### config.mk
export PLATFORM = sky130hd
export DESIGN_NAME = alpopseq_flat
export DESIGN_NICKNAME = d
export VERILOG_FILES = /design/src/rtl/alpopseq_if.sv /design/src/rtl/alpopseq.sv /design/src/flat_wrapper.sv
export SDC_FILE = /design/constraint.sdc
export NUM_CORES = 1
export LEC_CHECK = 0
export CAP_MARGIN = 20
export CORE_UTILIZATION = 28
export CTS_BUF_LIST = sky130_fd_sc_hd__clkbuf_8
export DETAILED_ROUTE_END_ITERATION = 16
export HOLD_SLACK_MARGIN = 0.12
export MAX_ROUTING_LAYER = met4
export SLEW_MARGIN = 25
export SYNTH_ARGS = -nofsm -noshare
export SYNTH_HDL_FRONTEND = slang
export SYNTH_SLANG_ARGS = --single-unit
### constraint.sdc
create_clock -name clk_h -period 3.3 [get_ports clk_h]
set_input_delay 0.99 -clock clk_h [delete_from_list [all_inputs] [get_ports clk_h]]
set_output_delay 0.99 -clock clk_h [all_outputs]
set_load 0.02 [all_outputs]
### src/rtl/alpopseq_if.sv
// Opcode-sequencer bus: the request/control inputs and the opcode/status
// outputs of alpopseq. The master modport is the sequencer itself; the slave
// modport is the requesting side (ALPCTL field logic or a testbench).
interface alpopseq_if #(
    parameter int unsigned CNT_W = 5
);
    logic             start_h;
    logic [1:0]       op_h;
    logic [CNT_W-1:0] count_h;
    logic             mulbit_h;
    logic             stall_h;
    logic [3:0]       alu_h;
    logic             dmove_h;
    logic             pass_a_h;
    logic             busy_h;
    logic             done_h;
    logic [CNT_W-1:0] remain_h;

    modport master (
        input  start_h, op_h, count_h, mulbit_h, stall_h,
        output alu_h, dmove_h, pass_a_h, busy_h, done_h, remain_h
    );

    modport slave (
        output start_h, op_h, count_h, mulbit_h, stall_h,
        input  alu_h, dmove_h, pass_a_h, busy_h, done_h, remain_h
    );
endinterface

### src/rtl/alpopseq.sv
// ALU opcode sequencer: turns one start request into a per-clock stream of
// ALU codes for multiply, packed-decimal add/subtract and left shift.
module alpopseq #(
    parameter int unsigned CNT_W = 5
) (
    input  logic          clk_h,
    input  logic          reset_h,
    alpopseq_if.master    bus
);
    localparam logic [3:0] ALU_PLAIN   = 4'hC;
    localparam logic [3:0] ALU_SUB     = 4'h0;
    localparam logic [3:0] ALU_SUB_BCD = 4'h1;
    localparam logic [3:0] ALU_ADD_BCD = 4'h5;
    localparam logic [3:0] ALU_ADD_SR  = 4'h6;
    localparam logic [3:0] ALU_AND_SR  = 4'hA;
    localparam logic [3:0] ALU_AND_SL  = 4'hB;

    localparam logic [1:0] OP_MUL  = 2'b00;
    localparam logic [1:0] OP_ADDP = 2'b01;
    localparam logic [1:0] OP_SUBP = 2'b10;

    typedef enum logic [2:0] {
        S_IDLE,
        S_LOAD,
        S_ITER,
        S_FIX,
        S_DONE
    } state_t;

    state_t           state;
    logic [1:0]       op_q;
    logic [CNT_W-1:0] cnt;
    logic             sign;
    logic [3:0]       alu_q;
    logic             dmove_q;
    logic             busy_q;
    logic             done_q;
    logic             mul_iter;

    // Fixed per-iteration opcode for the non-multiply operations.
    function automatic logic [3:0] iter_code(input logic [1:0] op);
        case (op)
            OP_ADDP: iter_code = ALU_ADD_BCD;
            OP_SUBP: iter_code = ALU_SUB_BCD;
            OP_MUL:  iter_code = ALU_AND_SR;
            default: iter_code = ALU_AND_SL;
        endcase
    endfunction

    // Sequencer state, iteration count, sign flag and registered outputs.
    always_ff @(posedge clk_h or posedge reset_h) begin
        if (reset_h) begin
            state   <= S_IDLE;
            op_q    <= 2'b00;
            cnt     <= '0;
            sign    <= 1'b0;
            alu_q   <= ALU_PLAIN;
            dmove_q <= 1'b0;
            busy_q  <= 1'b0;
            done_q  <= 1'b0;
        end else if (!bus.stall_h) begin
            case (state)
                S_IDLE: begin
                    if (bus.start_h) begin
                        state   <= S_LOAD;
                        op_q    <= bus.op_h;
                        cnt     <= bus.count_h;
                        sign    <= 1'b0;
                        alu_q   <= ALU_PLAIN;
                        dmove_q <= 1'b1;
                        busy_q  <= 1'b1;
                    end
                end
                S_LOAD: begin
                    dmove_q <= 1'b0;
                    if (cnt == '0) begin
                        state  <= S_DONE;
                        alu_q  <= ALU_PLAIN;
                        done_q <= 1'b1;
                    end else begin
                        state <= S_ITER;
                        alu_q <= iter_code(op_q);
                    end
                end
                S_ITER: begin
                    cnt <= cnt - CNT_W'(1);
                    if (cnt == CNT_W'(1)) begin
                        alu_q <= ALU_PLAIN;
                        if (op_q == OP_MUL) begin
                            // Last multiplier bit is the sign: a set sign needs a subtract fix-up.
                            sign <= bus.mulbit_h;
                            if (bus.mulbit_h) begin
                                state <= S_FIX;
                            end else begin
                                state  <= S_DONE;
                                done_q <= 1'b1;
                            end
                        end else begin
                            state  <= S_DONE;
                            done_q <= 1'b1;
                        end
                    end
                end
                S_FIX: begin
                    state  <= S_DONE;
                    alu_q  <= ALU_PLAIN;
                    done_q <= 1'b1;
                end
                S_DONE: begin
                    state  <= S_IDLE;
                    alu_q  <= ALU_PLAIN;
                    busy_q <= 1'b0;
                    done_q <= 1'b0;
                end
                default: begin
                    state   <= S_IDLE;
                    alu_q   <= ALU_PLAIN;
                    dmove_q <= 1'b0;
                    busy_q  <= 1'b0;
                    done_q  <= 1'b0;
                end
            endcase
        end
    end

    // Multiply iterations pick their opcode from the live multiplier bit.
    always_comb begin
        mul_iter = (state == S_ITER) && (op_q == OP_MUL);
        if (mul_iter) begin
            bus.alu_h = bus.mulbit_h ? ALU_ADD_SR : ALU_AND_SR;
        end else if ((state == S_FIX) && sign) begin
            bus.alu_h = ALU_SUB;
        end else begin
            bus.alu_h = alu_q;
        end
    end

    assign bus.dmove_h  = dmove_q;
    assign bus.pass_a_h = 1'b0;
    assign bus.busy_h   = busy_q;
    assign bus.done_h   = done_q;
    assign bus.remain_h = cnt;
endmodule

### src/flat_wrapper.sv
// flat-port wrapper written by rule: the top's interface ports become plain ports
module alpopseq_flat 
#(
    parameter int unsigned CNT_W = 5
)
  (clk_h, reset_h, bus_start_h, bus_op_h, bus_count_h, bus_mulbit_h, bus_stall_h, bus_alu_h, bus_dmove_h, bus_pass_a_h, bus_busy_h, bus_done_h, bus_remain_h);
  alpopseq_if #(.CNT_W(CNT_W)) bus_i ();
  input  logic clk_h;
  input  logic reset_h;
  input wire logic [$bits(bus_i.start_h)-1:0] bus_start_h;
  input wire logic [$bits(bus_i.op_h)-1:0] bus_op_h;
  input wire logic [$bits(bus_i.count_h)-1:0] bus_count_h;
  input wire logic [$bits(bus_i.mulbit_h)-1:0] bus_mulbit_h;
  input wire logic [$bits(bus_i.stall_h)-1:0] bus_stall_h;
  output wire logic [$bits(bus_i.alu_h)-1:0] bus_alu_h;
  output wire logic [$bits(bus_i.dmove_h)-1:0] bus_dmove_h;
  output wire logic [$bits(bus_i.pass_a_h)-1:0] bus_pass_a_h;
  output wire logic [$bits(bus_i.busy_h)-1:0] bus_busy_h;
  output wire logic [$bits(bus_i.done_h)-1:0] bus_done_h;
  output wire logic [$bits(bus_i.remain_h)-1:0] bus_remain_h;
  assign bus_i.start_h = bus_start_h;
  assign bus_i.op_h = bus_op_h;
  assign bus_i.count_h = bus_count_h;
  assign bus_i.mulbit_h = bus_mulbit_h;
  assign bus_i.stall_h = bus_stall_h;
  assign bus_alu_h = bus_i.alu_h;
  assign bus_dmove_h = bus_i.dmove_h;
  assign bus_pass_a_h = bus_i.pass_a_h;
  assign bus_busy_h = bus_i.busy_h;
  assign bus_done_h = bus_i.done_h;
  assign bus_remain_h = bus_i.remain_h;
  alpopseq #(.CNT_W(CNT_W)) u_core (.clk_h(clk_h), .reset_h(reset_h), .bus(bus_i));
endmodule
* After elaboration in Yosys (flattened, before gate mapping)
Index checks and enable logic that the tools add are counted.
** Cells by class
- Add/subtract/negate cells :: 1
- Multiply operators :: 0
- Div/mod/pow operators :: 0
- $lt $le $gt $ge :: 0
- Eq/ne operators :: 12
- Shift-type cells :: 0
- Mux-type cells :: 28
- Bitwise gates (word level) :: 4
- Reductions and logical operators :: 15
** Operators by type and width (count)
- 4-bit 2-to-1 mux :: 6
- 4-bit case mux with 3 select lines :: 2
- 3-bit 2-to-1 mux :: 5
- 3-bit AND reduction :: 5
- 3-bit case mux with 4 select lines :: 1
- 5-bit case mux with 2 select lines :: 1
- 5-bit AND reduction :: 2
- 1-bit 2-to-1 mux :: 8
- 3-bit by 2-bit == test with 1-bit output (second input constant) :: 2
- 2-bit by 1-bit != test with 1-bit output (second input constant) :: 3
- 1-bit case mux with 2 select lines :: 3
- 3-bit OR reduction :: 2
- 5-bit by 1-bit == test with 1-bit output (second input constant) :: 1
- 5-bit logical NOT :: 1
- 5-bit 2-to-1 mux :: 1
- 5-bit by 1-bit subtractor with 5-bit output (second input constant) :: 1
- 1-bit NOT :: 4
- 1-bit case mux with 4 select lines :: 1
- 3-bit by 1-bit == test with 1-bit output (second input constant) :: 1
- 3-bit == test (second input constant) :: 1
- 3-bit logical NOT :: 1
- 3-bit != test (second input constant) :: 1
- 2-bit by 1-bit == test with 1-bit output (second input constant) :: 1
- 2-bit == test (second input constant) :: 1
- other kinds (4) :: 5
** Word-level totals
- Register bits :: 18
- Latch bits :: 0
- Bits in writable memories :: 0
- Memory bits (read-only) :: 0
- Bits of input ports :: 12
- Output and inout bits :: 13
- Logic and storage cells :: 68
- Memories :: 0

* Longest topological paths before layout
Gate-level depths: netlist (run 1).
- Depth after elaboration :: 4
- Gate-level depth with buffers :: 7

* Worst setup path after synthesis (run 1)
Ideal clock, no wire load.
- Path type :: input to output
- From :: input port bus_mulbit_h
- To :: output port bus_alu_h[2]
- Data arrival time :: 1.545 ns
- Data required time :: 2.310 ns
- Slack :: 0.765 ns
- Stages :: 2
- Cell sequence :: a31oi_1 -> o21ai_0
** On the way
- Cells in the longest elaborated chain, start to end :: 2
** Ends and longest elaborated chain
- start, declared :: RTL line flat_wrapper.sv:13 : input wire logic [$bits(bus_i.mulbit_h)-1:0] bus_mulbit_h;
- 4-bit 2-to-1 mux :: RTL line alpopseq.sv:130 : bus.alu_h = bus.mulbit_h ? ALU_ADD_SR : ALU_AND_SR;
- 4-bit 2-to-1 mux :: RTL line alpopseq.sv:129 : if (mul_iter) begin
- end, declared :: RTL line flat_wrapper.sv:15 : output wire logic [$bits(bus_i.alu_h)-1:0] bus_alu_h;
Every way passes these cells.

* Worst setup path in the final report (run 1)
- From :: input port bus_mulbit_h
- To :: output port bus_alu_h[3]
Same word-level chain as after synthesis.

==> results.md, run 1 <==
- Crit path time final: about 3200 ps
- Initial antenna violation count: 0
- Largest family of logic cells by synthesized area: compound AO/OA/AOI/OAI gates
- Reg clk slew, reported paths: 70 ps
- First-pass DRT Iterations: 4
- GRT Total Usage: 0.151
- Worst slew margin: 0.524
- Startpoint types: primary input
- First-pass GRT wire length: 4860 µm
- WS Path Type: in2out
- CTS Root Cell: clkbuf_8
- Post-Synth Simple-Gate Area: 0.193
- Maxcap violations: 0
- Max-slew violations: 0
- CTS tree: built
- Drt via density: around 5
- ANT cells: 0
- Pwr Density: 974 nW/µm²
- Die X: approximately 66 µm
- Synth Area in XOR/XNOR: 0
- Synth Register Bits: 18
- Power share of the combinational group: 0.557
- RD Place Congestion: 0.812
- Post-synthesis sequential area ratio: 0.391
- Clk_skew: 5.80 ps
- Worst slew pin tran: 713 ps
- Post-synthesis compound-gate area fraction: 0.215
- Clk sink count: 18
- Peak VDD IR: 0.469 mV
- F_max: 314 MHz
- Syn nets: between 100 and 150
- Most used DFF post-synth: dfrtp_1
- Clk_lat worst skew: 260 ps
- Status: finished, final reports clean
- Vias in the first global route: around 1100
- DR iter-0 viols: 21
- Pin count of the biggest net entering global routing: 19
- Worst EP arrival: around 2200 ps
- # IOs: 25
- Async S/R FF share, synth: 1.00
- Sequential power share: 0.315
- Full die area: 4400 µm²
- Net load switching power: 634 µW
- Syn Area/Cell: 8.91 µm²
- Area Growth Syn to Fin: 27.9%
- CTS H-tree lvls: 1
- HPWL after detailed placement: between 2000 and 2500 µm
- Post-Synth Adder-Cell Area: 0.0648
- RSZ-0062 raised after global routing: no
- Max FO, Critical Path: 3
- Worst Path Required: 2310 ps
- Mux cell area share after synthesis: 0.0670
- Worst Hold Slack: slightly below 500 ps
- Distinct cell type count after synthesis: 42
- CTS Buffer Depth: 2
- Setup Viol. Count Final: 0
- Post-synth EDFFs: 0
- Via Count: 1035
- Antenna viol nets, final: 0
- LEAKAGE: around 0.00063 µW
- Final-stage net count: 171
- DRT Wirelength: 2830 µm
- Crit. End Element: primary output
- Syn Std Cell Area: 1160 µm²
- Setup Buffers After CTS: 0
- Cells after Synth: between 100 and 150
- HP Class: reg2reg
- Initial Utilization: 0.290
- Core footprint: 4000 µm²
- Power Total: 1440 µW
- Port Buffers: 23
- Total grt overflow: 0
- Cts bufs inserted: 3
- Clock network fraction of total power: 0.127
- Die height: 66.3 µm
- Final period utilization: 0.965
- Yosys Warn Count: 0
- DR DRC count: 0
- Routed WL per cell: 14.0 µm
- Layout cells sized above 1: 0.125
- Switch share: 0.439
- P_int: around 810 µW
- FP Rows: 23
- Final hold vios: 0
through the flow:
step,utilization,area [µm²],std cells,worst slack [ps],TNS (ps)
2_1_floorplan,-,1160,130,765,0
3_3_place_gp,0.357,1430,198,-63.2,-81.9
3_5_place_dp,0.357,1430,198,-126,-198
4_1_cts,0.370,1480,202,100,0
5_1_grt,0.370,1480,202,17.5,0
6_report,0.370,1480,202,114,0
per-layer routing:
layer / vias to the layer above / part of all wire / track usage
met5: - / 0 / -
met3: 6 / 0.037 / 0.0448
met1: 503 / 0.44 / 0.166
li1: 505 / - / -
met4: 0 / 0.016 / 0.0718
met2: 21 / 0.51 / 0.249
cell usage after synthesis (2+ instances only):
library cell / instances / share of area
a21boi_0: 3 / 0.019
a21o_1: 2 / 0.013
a21oi_1: 9 / 0.039
a31oi_1: 2 / 0.011
buf_4: 2 / 0.013
clkbuf_1: 4 / 0.013
dfrtp_1: 16 / 0.35
dfstp_2: 2 / 0.045
ha_1: 6 / 0.065
inv_1: 8 / 0.026
mux2_2: 6 / 0.058
nand2_1: 11 / 0.036
nand2b_1: 2 / 0.011
nand3_1: 5 / 0.022
nor2_1: 11 / 0.036
nor2b_1: 3 / 0.016
o21ai_0: 13 / 0.056
sequential cells by signal (all words and copies together), names as in the netlist:
register             cells
u_core.op_q              2
u_core.bus.dmove_h       1
u_core.bus.busy_h        1
u_core.sign              1
u_core.bus.remain_h      5
u_core.bus.done_h        1
u_core.state             3
u_core.alu_q             4
layout make-up:
type                       instances  area [µm²]
fill                             402        2520
multi-input combinational         96         629
sequential                        18         453
timing repair buffer              26         251
tap                               50        62.6
clock buffer                       4        55.1
inverter                           8        30.0
power groups by stage:
| stage | Combinational [µW] | Clock, µW | Sequential [µW] |
|---|---|---|---|
| 5_1_grt | 888 | 203 | 476 |
| 6_report | 804 | 184 | 455 |
| 4_1_cts | 806 | 193 | 455 |
| 3_3_place_gp | 789 | 0 | 451 |
| 3_5_place_dp | 816 | 0 | 458 |
| 2_1_floorplan | 514 | 0 | 464 |
repair_timing:
action,4_1_cts,5_1_grt
hold buffers,0,0
endpoints found under the setup margin,2,1
cloned,0,0
resized for setup,2,1
cell usage in the layout (no fill, tap or decap), types with 2 or more instances in the layout:
cell,Yosys,routed
a21boi_0,3,3
a21o_1,2,2
a21oi_1,9,9
a31oi_1,2,2
buf_4,2,3
clkbuf_8,0,4
clkdlybuf4s50_1,0,21
dfrtp_1,16,16
dfstp_2,2,2
ha_1,6,6
inv_1,8,8
mux2_2,6,6
nand2_1,11,11
nand2b_1,2,2
nand3_1,5,5
nor2_1,11,11
nor2b_1,3,3
o21ai_0,13,13
worst paths after layout:
check | startpoint | endpoint | slack [ps] | depth (start not counted)
min in group asynchronous | reset_h | u_core.bus.remain_h[4] | 1140 | 2
setup reg to reg | u_core.bus.remain_h[1] | u_core.alu_q[0] | 1310 | 6
hold reg to reg | u_core.bus.done_h | u_core.bus.done_h | 490 | 1
max in group asynchronous | reset_h | u_core.alu_q[1] | 1700 | 2
setup / recovery | bus_mulbit_h | bus_alu_h[3] | 110 | 5
hold / removal | u_core.bus.done_h | u_core.bus.done_h | 490 | 1
worst max-delay path, stage by stage:
cell and delay [ps]:
clkdlybuf4s50_1 510, and3b_1 180, o21ai_0 140, nand2_1 80
clkdlybuf4s15_1 290
cells by family after synthesis:
group / count (synthesis)
other: 1
and+or+nand+nor: 42
buffers and inverters: 16
muxes: 7
adders and majority gates: 6
DFF: 18
AOI/OAI and AO/OA: 40
Power figures use the tool's default switching activity.
==> run 2, diff against run 1 <==
Settings changed: PLACE_DENSITY_LB_ADDON from default to 0.1.
==> results.md, run 2 (same netlist as run 1, synthesis figures left out) <==
- Fin Setup TNS: 0 ps (unchanged)
- Worst slew pin tran: 726 ps (was 713 ps)
- ANT cells: 0 (unchanged)
- Full die area: 4400 µm² (unchanged)
- WS Path Type: in2out (unchanged)
- Register area: 453 µm² (unchanged)
- Power Total: 1410 µW (was 1440 µW)
- Total grt overflow: 0 (unchanged)
- Pin count of the biggest net entering global routing: 19 (unchanged)
- Flip-flop count of the largest register after layout: 5 (unchanged)
- HPWL after detailed placement: 1970 µm (was 2070 µm)
- Pwr Density: 957 nW/µm² (was 974 nW/µm²)
- CTS tree: built (unchanged)
- Final non-filler cell total: 203 (was 202)
- Max FO, Critical Path: 3 (unchanged)
- Max-slew violations: 0 (unchanged)
- Worst Hold Slack: 491 ps (was 488 ps)
- CP max stage delay: 510 ps (about the same)
- First-pass GRT wire length: 4820 µm (was 4860 µm)
- F_max: 314 MHz (about the same)
- # IOs: 25 (unchanged)
- DR iter-0 viols: 45 (was 21)
- Peak VDD IR: 0.350 mV (was 0.469 mV)
- Reg clk slew, reported paths: 80 ps (was 70 ps)
- CP max stage cell: clkdlybuf4s50_1 (unchanged)
- Final-stage net count: 172 (was 171)
- Status: finished, final reports clean (unchanged)
- Via Count: 992 (was 1035)
- Crit. End Element: primary output (unchanged)
- Vias in the first global route: 975 (was 1108)
- Crit path time final: 3180 ps (was 3190 ps)
- Initial antenna violation count: 0 (unchanged)
- Core footprint: 4000 µm² (unchanged)
- Cell count after placement: 199 (was 198)
- Setup Viol. Count Final: 0 (unchanged)
- Clk_skew: 5.72 ps (was 5.80 ps)
- Final period utilization: 0.964 (was 0.965)
- Routed WL per cell: 13.4 µm (was 14.0 µm)
- Die X: 66.3 µm (unchanged)
- DRT Wirelength: 2710 µm (was 2830 µm)
- GRT Total Usage: 0.150 (was 0.151)
- Area occupied by multi-input gates: 629 µm² (unchanged)
- Die height: 66.3 µm (unchanged)
- Startpoint types: primary input (unchanged)
- Worst EP arrival: 2190 ps (was 2200 ps)
- Most frequent cells in the layout: 21 x clkdlybuf4s50_1, 16 x dfrtp_1, 13 x o21ai_0 (unchanged)
- CTS Buffer Depth: 2 (unchanged)
- Layout cells sized above 1: 0.124 (was 0.125)
- CTS Root Cell: clkbuf_8 (unchanged)
- Area Growth Syn to Fin: 27.5% (was 27.9%)
- HP Class: reg2reg (unchanged)
- Initial Utilization: 0.290 (unchanged)
- DR DRC count: 0 (unchanged)
- Worst slew margin: 0.515 (was 0.524)
- First-pass DRT Iterations: 4 (unchanged)
- Antenna viol nets, final: 0 (unchanged)
- Hold-fix buffers, CTS: 0 (unchanged)
- Worst Path Required: 2310 ps (about the same)
- CP cell instances: clkdlybuf4s50_1 > and3b_1 > o21ai_0 > nand2_1 > dlygate4sd2_1 (was clkdlybuf4s50_1 > and3b_1 > o21ai_0 > nand2_1 > clkdlybuf4s15_1)
- Final-layout fill cell count: 439 (was 402)
- Maxcap violations: 0 (unchanged)
- Cts bufs inserted: 3 (unchanged)
- Port Buffers: 23 (unchanged)
- LEAKAGE: 0.000632 µW (was 0.000630 µW)
- Clk sink count: 18 (unchanged)
- Commonest non-fill, non-tap cell in the layout: clkdlybuf4s50_1 (unchanged)
- Final hold vios: 0 (unchanged)
- FP Rows: 23 (unchanged)
- Drt via density: 4.89 (was 5.12)
- Clk_lat worst skew: 250 ps (was 260 ps)
- RD Place Congestion: 0.770 (was 0.812)
- CTS H-tree lvls: 1 (unchanged)
- RSZ-0062 raised after global routing: no (unchanged)
-- run 2: cell types whose count changed in the layout (fill, tap and decap cells not counted), sizes merged --
cell,previous run,this run
inv,8,9
clkdlybuf4s15,1,0
buf,3,4
dlygate4sd2,1,2
clkbuf,4,3
-- run 2: cell type report --
cell class	instances	area share
inverters	8	0.0203
repair buffers	27	0.174
clock inverters	1	0.00254
multi-input cells	96	0.426
clock buffers	3	0.0279
flip-flops and latches	18	0.307
well taps	50	0.0423
-- run 2: per-layer routing --
layer | share of wire | vias to the layer above | GRT usage
met5 | 0 | - | -
met4 | 0.0077 | 0 | 0.0638
met3 | 0.023 | 2 | 0.0207
met2 | 0.43 | 15 | 0.207
met1 | 0.54 | 472 | 0.217
li1 | - | 503 | -
-- run 2: through the flow --
| step | util | cell area, µm² | worst slack, ps |
|---|---|---|---|
| 2_1_floorplan | - | 1160 | 765 |
| 3_3_place_gp | 0.359 | 1440 | -118 |
| 3_5_place_dp | 0.359 | 1440 | -124 |
| 4_1_cts | 0.369 | 1480 | 100 |
| 5_1_grt | 0.369 | 1480 | 43.2 |
| 6_report | 0.369 | 1480 | 119 |
-- run 2: power breakdown --
group / internal [µW] / leakage, µW / switching, µW / total, µW
Sequential: 333 / 0.000215 / 104 / 437
Clock: 82.7 / 0.0000269 / 77.8 / 160
Combinational: 376 / 0.000390 / 440 / 816
-- run 2: final timing paths --
check	endpoint	depth (start not counted)	slack, ps	start
max in group asynchronous	u_core.sign	2	1690	reset_h
worst max register to register	u_core.alu_q[1]	6	1250	u_core.bus.remain_h[1]
worst min register to register	u_core.bus.done_h	1	490	u_core.bus.done_h
worst min-delay path	u_core.bus.done_h	1	490	u_core.bus.done_h
worst max-delay path	bus_alu_h[3]	5	120	bus_mulbit_h
min in group asynchronous	u_core.bus.busy_h	2	1150	reset_h
-- run 2: repair_timing --
item / 4_1_cts / 5_1_grt
setup endpoints to repair: 2 / 0
endpoints found under the hold margin: 0 / 0
buffers inserted: 0 / 0
gates resized for setup: 2 / 0
-- run 2: worst max-delay path, delay by kind of cell --
kind / cells / cell delay (ps)
buf+inv: 2 / 820
simple gates: 2 / 240
compound gates: 1 / 140
